<file path="src/rtl/axil_pkg.sv">
// Shared encodings for the AXI4-Lite memory arbiter: FSM states and response codes.
package axil_pkg;

    typedef enum logic [1:0] {
        IDLE   = 2'b00,
        ACCESS = 2'b01,
        RESP   = 2'b10
    } arb_state_e;

    localparam logic [1:0] RESP_OKAY   = 2'b00;
    localparam logic [1:0] RESP_SLVERR = 2'b10;

    function automatic logic [1:0] resp_code(input logic err);
        return err ? RESP_SLVERR : RESP_OKAY;
    endfunction

endpackage

</file>
<file path="src/rtl/axil_arb_timeout.sv">
// Watchdog down-counter: reloads while start_i is high, counts down while en_i is high,
// expired_o flags the final allowed cycle.
module axil_arb_timeout #(
    parameter int TIMEOUT = 16
) (
    input  logic clk,
    input  logic reset,
    input  logic start_i,
    input  logic en_i,
    output logic expired_o
);
    localparam int CW = (TIMEOUT > 2) ? $clog2(TIMEOUT) : 1;

    logic [CW-1:0] cnt_q, cnt_d;

    always_comb begin
        cnt_d = cnt_q;
        if (start_i)
            cnt_d = CW'(TIMEOUT - 1);
        else if (en_i && cnt_q != '0)
            cnt_d = cnt_q - 1'b1;
    end

    always_ff @(posedge clk) begin
        if (reset) cnt_q <= CW'(TIMEOUT - 1);
        else       cnt_q <= cnt_d;
    end

    assign expired_o = en_i && (cnt_q == '0);
endmodule

</file>
<file path="src/rtl/axil_mem_arbiter.sv">
// Round-robin arbiter sharing one memory port between the AXI4-Lite write and read paths.
// Optional watchdog enabled by defining AXIL_ARB_TIMEOUT_EN.
module axil_mem_arbiter
    import axil_pkg::*;
#(
    parameter int ADDR_W  = 8,
    parameter int DATA_W  = 32,
    parameter int TIMEOUT = 16
) (
    input  logic                clk,
    input  logic                reset,
    input  logic                WREQ,
    input  logic [ADDR_W-1:0]   WADDR,
    input  logic [DATA_W-1:0]   WDATA,
    input  logic [DATA_W/8-1:0] WSTRB,
    output logic                WGNT,
    input  logic                RREQ,
    input  logic [ADDR_W-1:0]   RADDR,
    output logic                RGNT,
    output logic                MEM_EN,
    output logic                MEM_WE,
    output logic [ADDR_W-1:0]   MEM_ADDR,
    output logic [DATA_W-1:0]   MEM_WDATA,
    output logic [DATA_W/8-1:0] MEM_WSTRB,
    input  logic [DATA_W-1:0]   MEM_RDATA,
    input  logic                MEM_ACK,
    input  logic                MEM_ERR,
    output logic                WRESPREADY,
    output logic [1:0]          WRESP,
    output logic                RRESPREADY,
    output logic [1:0]          RRESP,
    output logic [DATA_W-1:0]   RDATA
);
    localparam int STRB_W = DATA_W / 8;

    arb_state_e          state_q, state_d;
    logic                last_wr_q, last_wr_d;
    logic                we_q, we_d;
    logic [ADDR_W-1:0]   addr_q, addr_d;
    logic [DATA_W-1:0]   wdata_q, wdata_d;
    logic [STRB_W-1:0]   wstrb_q, wstrb_d;
    logic                wgnt_q, wgnt_d, rgnt_q, rgnt_d;
    logic                wrv_q, wrv_d, rrv_q, rrv_d;
    logic [1:0]          wresp_q, wresp_d, rresp_q, rresp_d;
    logic [DATA_W-1:0]   rdata_q, rdata_d;
    logic                tmo_expired;
    logic                grant_w;

`ifdef AXIL_ARB_TIMEOUT_EN
    axil_arb_timeout #(.TIMEOUT(TIMEOUT)) u_tmo (
        .clk       (clk),
        .reset     (reset),
        .start_i   (state_q != ACCESS),
        .en_i      (state_q == ACCESS),
        .expired_o (tmo_expired)
    );
`else
    logic unused_timeout;
    assign unused_timeout = (TIMEOUT > 1);
    assign tmo_expired    = 1'b0;
`endif

    always_comb begin
        state_d   = state_q;
        last_wr_d = last_wr_q;
        we_d      = we_q;
        addr_d    = addr_q;
        wdata_d   = wdata_q;
        wstrb_d   = wstrb_q;
        wresp_d   = wresp_q;
        rresp_d   = rresp_q;
        rdata_d   = rdata_q;
        wgnt_d    = 1'b0;
        rgnt_d    = 1'b0;
        wrv_d     = 1'b0;
        rrv_d     = 1'b0;
        grant_w   = 1'b0;
        case (state_q)
            IDLE: begin
                if (WREQ || RREQ) begin
                    // On a tie the path not served last wins.
                    grant_w   = WREQ && (!RREQ || !last_wr_q);
                    state_d   = ACCESS;
                    last_wr_d = grant_w;
                    we_d      = grant_w;
                    wgnt_d    = grant_w;
                    rgnt_d    = !grant_w;
                    addr_d    = grant_w ? WADDR : RADDR;
                    if (grant_w) begin
                        wdata_d = WDATA;
                        wstrb_d = WSTRB;
                    end
                end
            end
            ACCESS: begin
                // An ack in the last allowed cycle takes precedence over the watchdog.
                if (MEM_ACK || tmo_expired) begin
                    state_d = RESP;
                    if (we_q) begin
                        wrv_d   = 1'b1;
                        wresp_d = MEM_ACK ? resp_code(MEM_ERR) : RESP_SLVERR;
                    end else begin
                        rrv_d   = 1'b1;
                        rresp_d = MEM_ACK ? resp_code(MEM_ERR) : RESP_SLVERR;
                        rdata_d = MEM_ACK ? MEM_RDATA : '0;
                    end
                end
            end
            RESP:    state_d = IDLE;
            default: state_d = IDLE;
        endcase
    end

    always_ff @(posedge clk) begin
        if (reset) begin
            state_q   <= IDLE;
            last_wr_q <= 1'b0;
            we_q      <= 1'b0;
            addr_q    <= '0;
            wdata_q   <= '0;
            wstrb_q   <= '0;
            wgnt_q    <= 1'b0;
            rgnt_q    <= 1'b0;
            wrv_q     <= 1'b0;
            rrv_q     <= 1'b0;
            wresp_q   <= '0;
            rresp_q   <= '0;
            rdata_q   <= '0;
        end else begin
            state_q   <= state_d;
            last_wr_q <= last_wr_d;
            we_q      <= we_d;
            addr_q    <= addr_d;
            wdata_q   <= wdata_d;
            wstrb_q   <= wstrb_d;
            wgnt_q    <= wgnt_d;
            rgnt_q    <= rgnt_d;
            wrv_q     <= wrv_d;
            rrv_q     <= rrv_d;
            wresp_q   <= wresp_d;
            rresp_q   <= rresp_d;
            rdata_q   <= rdata_d;
        end
    end

    assign WGNT       = wgnt_q;
    assign RGNT       = rgnt_q;
    assign MEM_EN     = (state_q == ACCESS);
    assign MEM_WE     = we_q;
    assign MEM_ADDR   = addr_q;
    assign MEM_WDATA  = wdata_q;
    assign MEM_WSTRB  = wstrb_q;
    assign WRESPREADY = wrv_q;
    assign WRESP      = wresp_q;
    assign RRESPREADY = rrv_q;
    assign RRESP      = rresp_q;
    assign RDATA      = rdata_q;
endmodule

</file>
<file path="config.mk">
export PLATFORM = sky130hd
export DESIGN_NAME = axil_mem_arbiter
export DESIGN_NICKNAME = d
export VERILOG_FILES = /design/src/rtl/axil_pkg.sv /design/src/rtl/axil_arb_timeout.sv /design/src/rtl/axil_mem_arbiter.sv
export SDC_FILE = /design/constraint.sdc
export NUM_CORES = 1
export LEC_CHECK = 0
export ABC_AREA = 1
export BUFFER_PORTS_ARGS = -buffer_cell sky130_fd_sc_hd__buf_4
export CORE_MARGIN = 8
export CORE_UTILIZATION = 30
export DETAILED_ROUTE_END_ITERATION = 16
export HOLD_SLACK_MARGIN = 0.02
export MAX_ROUTING_LAYER = met4
export SYNTH_ARGS = -nofsm -noshare
export SYNTH_HDL_FRONTEND = slang
export SYNTH_SLANG_ARGS = --single-unit
</file>
<file path="constraint.sdc">
create_clock -name clk -period 1.6 [get_ports clk]
set_input_delay 0.08 -clock clk [delete_from_list [all_inputs] [get_ports clk]]
set_output_delay 0.08 -clock clk [all_outputs]
set_load 0.02 [all_outputs]
</file>
==> results.txt, run 1 <==
sw frac: 30.6%
P per Cell Area: 1080 nW/um^2
CTS Buffer Depth: 2
drt first pass iters: 6
Hold Path Depth: 5
RSZ-0062 raised after global routing: true
ys async rst share: 0%
Worst EP required: 1.87 ns
Routed WL: 12,100 um
vias in the first global route: 3,884
total core area: 12,600 um^2
Crit Path Max Fanout: 33
# DRC: 0
Sequential Power Share: 41.1%
PnR Total Power: 5990 uW
layout net count: 814
initial antenna violation count: 0
Final period util: 91.7%
clock-pin transition on the worst setup and hold timing paths: 0.06 ns
row cnt: 41
Die Area: 16,800 um^2
proportion of layout cells with a drive suffix above 1: 28.4%
top post-synthesis cells by area: dfxtp_1 44%, nor2_1 16%, nand4_1 11%
final core occ: 44.1%
internal power: 4150 uW
mapped cell area: 3860 um^2
Seq/Total Area, Yosys: 44.1%
Die X: 129 um
area grow syn2layout: 43.7%
largest net degree at the start of global routing: 53
total track usage: 14.7%
CP cell instances: nand3_2 -> nor2_4 -> nor2_1 -> nor2_1
crit path kind: register to register
syn avg cell area: 6.75 um^2
Most Frequent Cell on Critical Path: nor2_1
count leader, synth: nor2_1
Die H: 129 um
design area: 5550 um^2
grt ovf: 0
starting density of the core: 30.7%
Worst EP arrival: 1.74 ns
nature of the critical path endpoint: register
Final Max Slew Viols: 0
Num CTS Buffers: 9
Hold Vio Cnt, Final: 0
via count: 3,970
post-synth cell types: 22
status: completed
# diodes: 0
worst hold path class: primary input to register
clk sink count: 85
worst slew pin tran: 0.778 ns
maxcap violations: 0
placer congestion estimate: 0.801
crit path time final: 1.47 ns
Initial DRC Count: 216
CTS tree: built
crit start category: register
Port Buffer Count: 173
cell count after synthesis: 572
LEAKAGE: 0.00293 uW
cell family with the largest share of critical-path delay: simple AND/OR/NAND/NOR gates
Routed WL per cell: 13.4 um
max frequency: 0.681 GHz
Max VDD drop: 0.000633 V
FF+latch count, synth: 85
HPWL Detailed: 8660 um
power share of the combinational group: 26.1%
first-pass GRT wire length: 19,300 um
Max-slew headroom: 48.0%
cell depth of the worst setup path: 4
H-tree lvl count: 3
Worst Path Buf+Inv: 0
Primary FF master, synth: dfxtp_1
ANT nets after route: 0
R2R cell count: 4
Synthesis Warnings: 0
crit-path max cell delay: 0.62 ns
Synth top cells by count: 162 x nor2_1, 101 x nand2_1, 85 x dfxtp_1
Clk pwr share: 32.8%
crit path max-delay cell type: nor2_4
top-area cell type share of the netlist area: 44.1%
Post-synth EDFFs: 0
instance area at placement: 5260 um^2
Sw Pwr: 1840 uW
Fin Clk Skew: 0.00247 ns
worst skew pair latency: 0.34 ns
largest area contributor in the netlist: dfxtp_1
clock root cell: clkbuf_16
setup violators final: 0
IO Pins: 176
via/cell ratio: 4.41
==> repair_timing <==
item,CTS,global route
gates resized for setup,0,1
hold buffers,1,0
hold endpoints to repair,4,0
buffers inserted,0,0
setup endpoints to repair,0,1
==> worst min-delay path: cells and delay by family <==
family / cells / cell delay, ns
AND/OR/NAND/NOR: 3 / 0.19
buffers and inverters: 2 / 0.10
==> placed cells by master, fill, tap and decap left out, drive strengths merged <==
| master | instances |
|---|---|
| clkinv | 1 |
| o21ai | 2 |
| dlygate4sd3 | 1 |
| inv | 84 |
| nor3 | 1 |
| conb | 2 |
| dfxtp | 85 |
| a21boi | 8 |
| nor2 | 166 |
| clkbuf | 14 |
| a21oi | 1 |
| nand3 | 10 |
| nand2 | 103 |
| buf | 181 |
| nand4 | 69 |
==> registers in the layout (all words and copies together) (netlist names) <==
| signal | flops |
|---|---|
| MEM_WDATA | 32 |
| RDATA | 32 |
| MEM_ADDR | 8 |
| MEM_WSTRB | 4 |
| state_q | 2 |
| MEM_WE | 1 |
| RGNT | 1 |
| RRESPREADY | 1 |
| RRESP | 1 |
| WGNT | 1 |
| WRESPREADY | 1 |
| WRESP | 1 |
==> final cells by class <==
class	count	area, um^2
Clock buffer	14	274
Clock inverter	1	5.00
Fill cell	1317	7020
Inverter	84	315
Multi-Input combinational cell	362	1640
Sequential cell	85	1700
Tap cell	172	215
Timing Repair Buffer	182	1390
==> per-stage QoR <==
step	hold WS [ns]	setup TNS [ns]	setup WS, ns	instances
global placement	0.304	0	0.185	884
CTS	0.0480	0	0.116	900
global route	0.0754	-0.0000158	-0.0000158	900
detailed placement	0.306	0	0.120	884
floorplan	0.149	0	0.324	573
finish	0.0638	0	0.132	900
==> layer usage <==
layer	global-route usage [%]	wire, um	up-vias
met3	6.04	1110	11
met2	22.2	5560	139
li1	-	-	2063
met4	3.69	108	0
met5	-	0	-
met1	17.9	5290	1757
==> cells by family (layout without fill, tap and decap cells) <==
logic type | Yosys count | count (layout) | synth area share [%]
flip-flops | 85 | 85 | 44.1
buffers and inverters | 126 | 281 | 13.6
AND/OR/NAND/NOR | 349 | 349 | 40.2
AO/OA/AOI/OAI | 11 | 11 | 2.04
other | 1 | 2 | 0.0972
==> worst paths after layout <==
| kind | startpoint | slack [ns] | to |
|---|---|---|---|
| max | state_q[0] | 0.13 | RDATA[22] |
| min | MEM_RDATA[4] | 0.06 | RDATA[4] |
| max reg2reg | state_q[0] | 0.13 | RDATA[22] |
| min reg2reg | RDATA[12] | 0.48 | RDATA[12] |
==> power by group through the flow <==
stage | registers [uW] | clock network, uW | logic [uW]
final | 2460 | 1970 | 1560
after global routing | 2490 | 2140 | 1730
after CTS | 2460 | 2050 | 1590
after detailed placement | 2510 | 0 | 1580
after global placement | 2500 | 0 | 1560
after floorplan | 2730 | 0 | 683
Note: power is estimated with default switching activity, not from simulation.
==> run 2, diff against run 1 <==
--- a/config.mk
+++ b/config.mk
@@ -12,6 +12,8 @@
 export DETAILED_ROUTE_END_ITERATION = 16
 export HOLD_SLACK_MARGIN = 0.02
 export MAX_ROUTING_LAYER = met4
+export RECOVER_POWER = 25
 export SYNTH_ARGS = -nofsm -noshare
 export SYNTH_HDL_FRONTEND = slang
 export SYNTH_SLANG_ARGS = --single-unit
+export TNS_END_PERCENT = 50
==> results.txt, run 2 (synthesized netlist as in run 1, its figures left out) <==
status: completed (unchanged)
crit path kind: register to register (unchanged)
layout net count: 814 (unchanged)
Global Route met3 Usage: 6.04% (unchanged)
worst skew pair latency: 0.33 ns (was 0.34 ns)
Routed WL: 12,100 um (about the same)
clock root cell: clkbuf_16 (unchanged)
crit path time final: 1.47 ns (about the same)
ANT nets after route: 0 (unchanged)
multi-input logic area: 1640 um^2 (unchanged)
internal power: 4080 uW (was 4150 uW)
Routed WL per cell: 13.4 um (about the same)
power share of the combinational group: 25.3% (was 26.1%)
CTS Buffer Depth: 2 (unchanged)
# diodes: 0 (unchanged)
total core area: 12,600 um^2 (unchanged)
clock-pin transition on the worst setup and hold timing paths: 0.06 ns (about the same)
commonest non-fill, non-tap cell in the layout: nor2_1 (was buf_4)
largest net degree at the start of global routing: 53 (unchanged)
starting density of the core: 30.7% (unchanged)
Num CTS Buffers: 9 (unchanged)
Max-slew headroom: 48.2% (was 48.0%)
max frequency: 0.680 GHz (was 0.681 GHz)
PnR Total Power: 5910 uW (was 5990 uW)
row cnt: 41 (unchanged)
Die Area: 16,800 um^2 (unchanged)
via count: 3,994 (was 3,970)
HPWL Detailed: 8660 um (unchanged)
placer congestion estimate: 0.801 (unchanged)
sw frac: 30.9% (was 30.6%)
Final Max Slew Viols: 0 (unchanged)
Clk pwr share: 33.2% (was 32.8%)
RSZ-0062 raised after global routing: true (unchanged)
Port Buffer Count: 173 (unchanged)
IO Pins: 176 (unchanged)
initial antenna violation count: 0 (unchanged)
Crit Path Max Fanout: 33 (unchanged)
register area: 1700 um^2 (unchanged)
Die X: 129 um (unchanged)
drt first pass iters: 6 (unchanged)
worst slew pin tran: 0.776 ns (was 0.778 ns)
worst hold path class: primary input to register (unchanged)
LEAKAGE: 0.00277 uW (was 0.00293 uW)
Post-CTS Repair Setup Buffers: 0 (unchanged)
Initial DRC Count: 206 (was 216)
Worst EP arrival: 1.74 ns (about the same)
design area: 5400 um^2 (was 5550 um^2)
Worst EP required: 1.87 ns (about the same)
most frequent cells in the layout: 160 x nor2_1, 141 x buf_4, 101 x nand2_1 (was 179 x buf_4, 160 x nor2_1, 101 x nand2_1)
fill cell count: 1,349 (was 1,317)
area grow syn2layout: 40.0% (was 43.7%)
clk sink count: 85 (unchanged)
grt ovf: 0 (unchanged)
via/cell ratio: 4.44 (was 4.41)
maxcap violations: 0 (unchanged)
# DRC: 0 (unchanged)
setup violators final: 0 (unchanged)
Die H: 129 um (unchanged)
nature of the critical path endpoint: register (unchanged)
proportion of layout cells with a drive suffix above 1: 23.2% (was 28.4%)
total track usage: 14.7% (unchanged)
CTS tree: built (unchanged)
instance area at placement: 5260 um^2 (unchanged)
Fin Clk Skew: 0.00261 ns (was 0.00247 ns)
GR Util met1: 17.9% (unchanged)
gr busiest metal: met2 (unchanged)
Sequential Power Share: 41.6% (was 41.1%)
crit start category: register (unchanged)
H-tree lvl count: 3 (unchanged)
P per Cell Area: 1090 nW/um^2 (was 1080 nW/um^2)
Max VDD drop: 0.000632 V (was 0.000633 V)
Hold Vio Cnt, Final: 0 (unchanged)
vias in the first global route: 3,884 (unchanged)
Sw Pwr: 1830 uW (was 1840 uW)
Final period util: 91.9% (was 91.7%)
grt met2 use: 22.2% (unchanged)
first-pass GRT wire length: 19,300 um (unchanged)
[run 2: final cells by class]
type | count | share of cell area (%)
well taps | 172 | 3.98
multi-input cells | 362 | 30.4
clock buffers | 14 | 5.07
repair buffers | 182 | 23.2
inverters | 84 | 5.83
clock inverters | 1 | 0.0926
flip-flops and latches | 85 | 31.5
[run 2: power groups by stage]
stage                     registers (uW)  clock network, uW  logic [uW]
after floorplan                     2730                  0         683
after global placement              2500                  0        1560
after detailed placement            2510                  0        1580
after CTS                           2460               2050        1590
after global routing                2480               2140        1660
final                               2460               1960        1490
[run 2: routing by layer]
metal / vias to the layer above / routed length (um)
met5: - / 0
met4: 0 / 78
met3: 9 / 1070
met2: 145 / 5550
met1: 1778 / 5370
li1: 2062 / -
[run 2: timing repair]
action / in CTS / in global routing
endpoints found under the setup margin: 0 / 1
hold buffers: 1 / 0
resized for setup: 0 / 1
endpoints found under the hold margin: 4 / 0
[run 2: final timing paths]
path,start,cells past startpoint,to,slack (ns)
worst max register to register,state_q[0],4,RDATA[30],0.13
worst min-delay path,MEM_RDATA[4],5,RDATA[4],0.07
worst max-delay path,state_q[0],4,RDATA[30],0.13
worst min register to register,RDATA[12],2,RDATA[12],0.48
[run 2: worst max-delay path: stages (launching register included)]
cell and delay [ns]:
dfxtp_1 0.39, nand3_2 0.16, nor2_4 0.62, nor2_1 0.10, nor2_1 0.13
[run 2: stage by stage]
step / TNS [ns] / hold WS, ns / instances / setup slack, ns / utilization [%]
detailed placement: 0 / 0.306 / 884 / 0.120 / 41.8
CTS: 0 / 0.0480 / 900 / 0.116 / 44.1
global placement: 0 / 0.304 / 884 / 0.185 / 41.8
global route: -0.0000158 / 0.0754 / 900 / -0.0000158 / 43.0
floorplan: 0 / 0.149 / 573 / 0.324 / -
finish: 0 / 0.0662 / 900 / 0.130 / 43.0
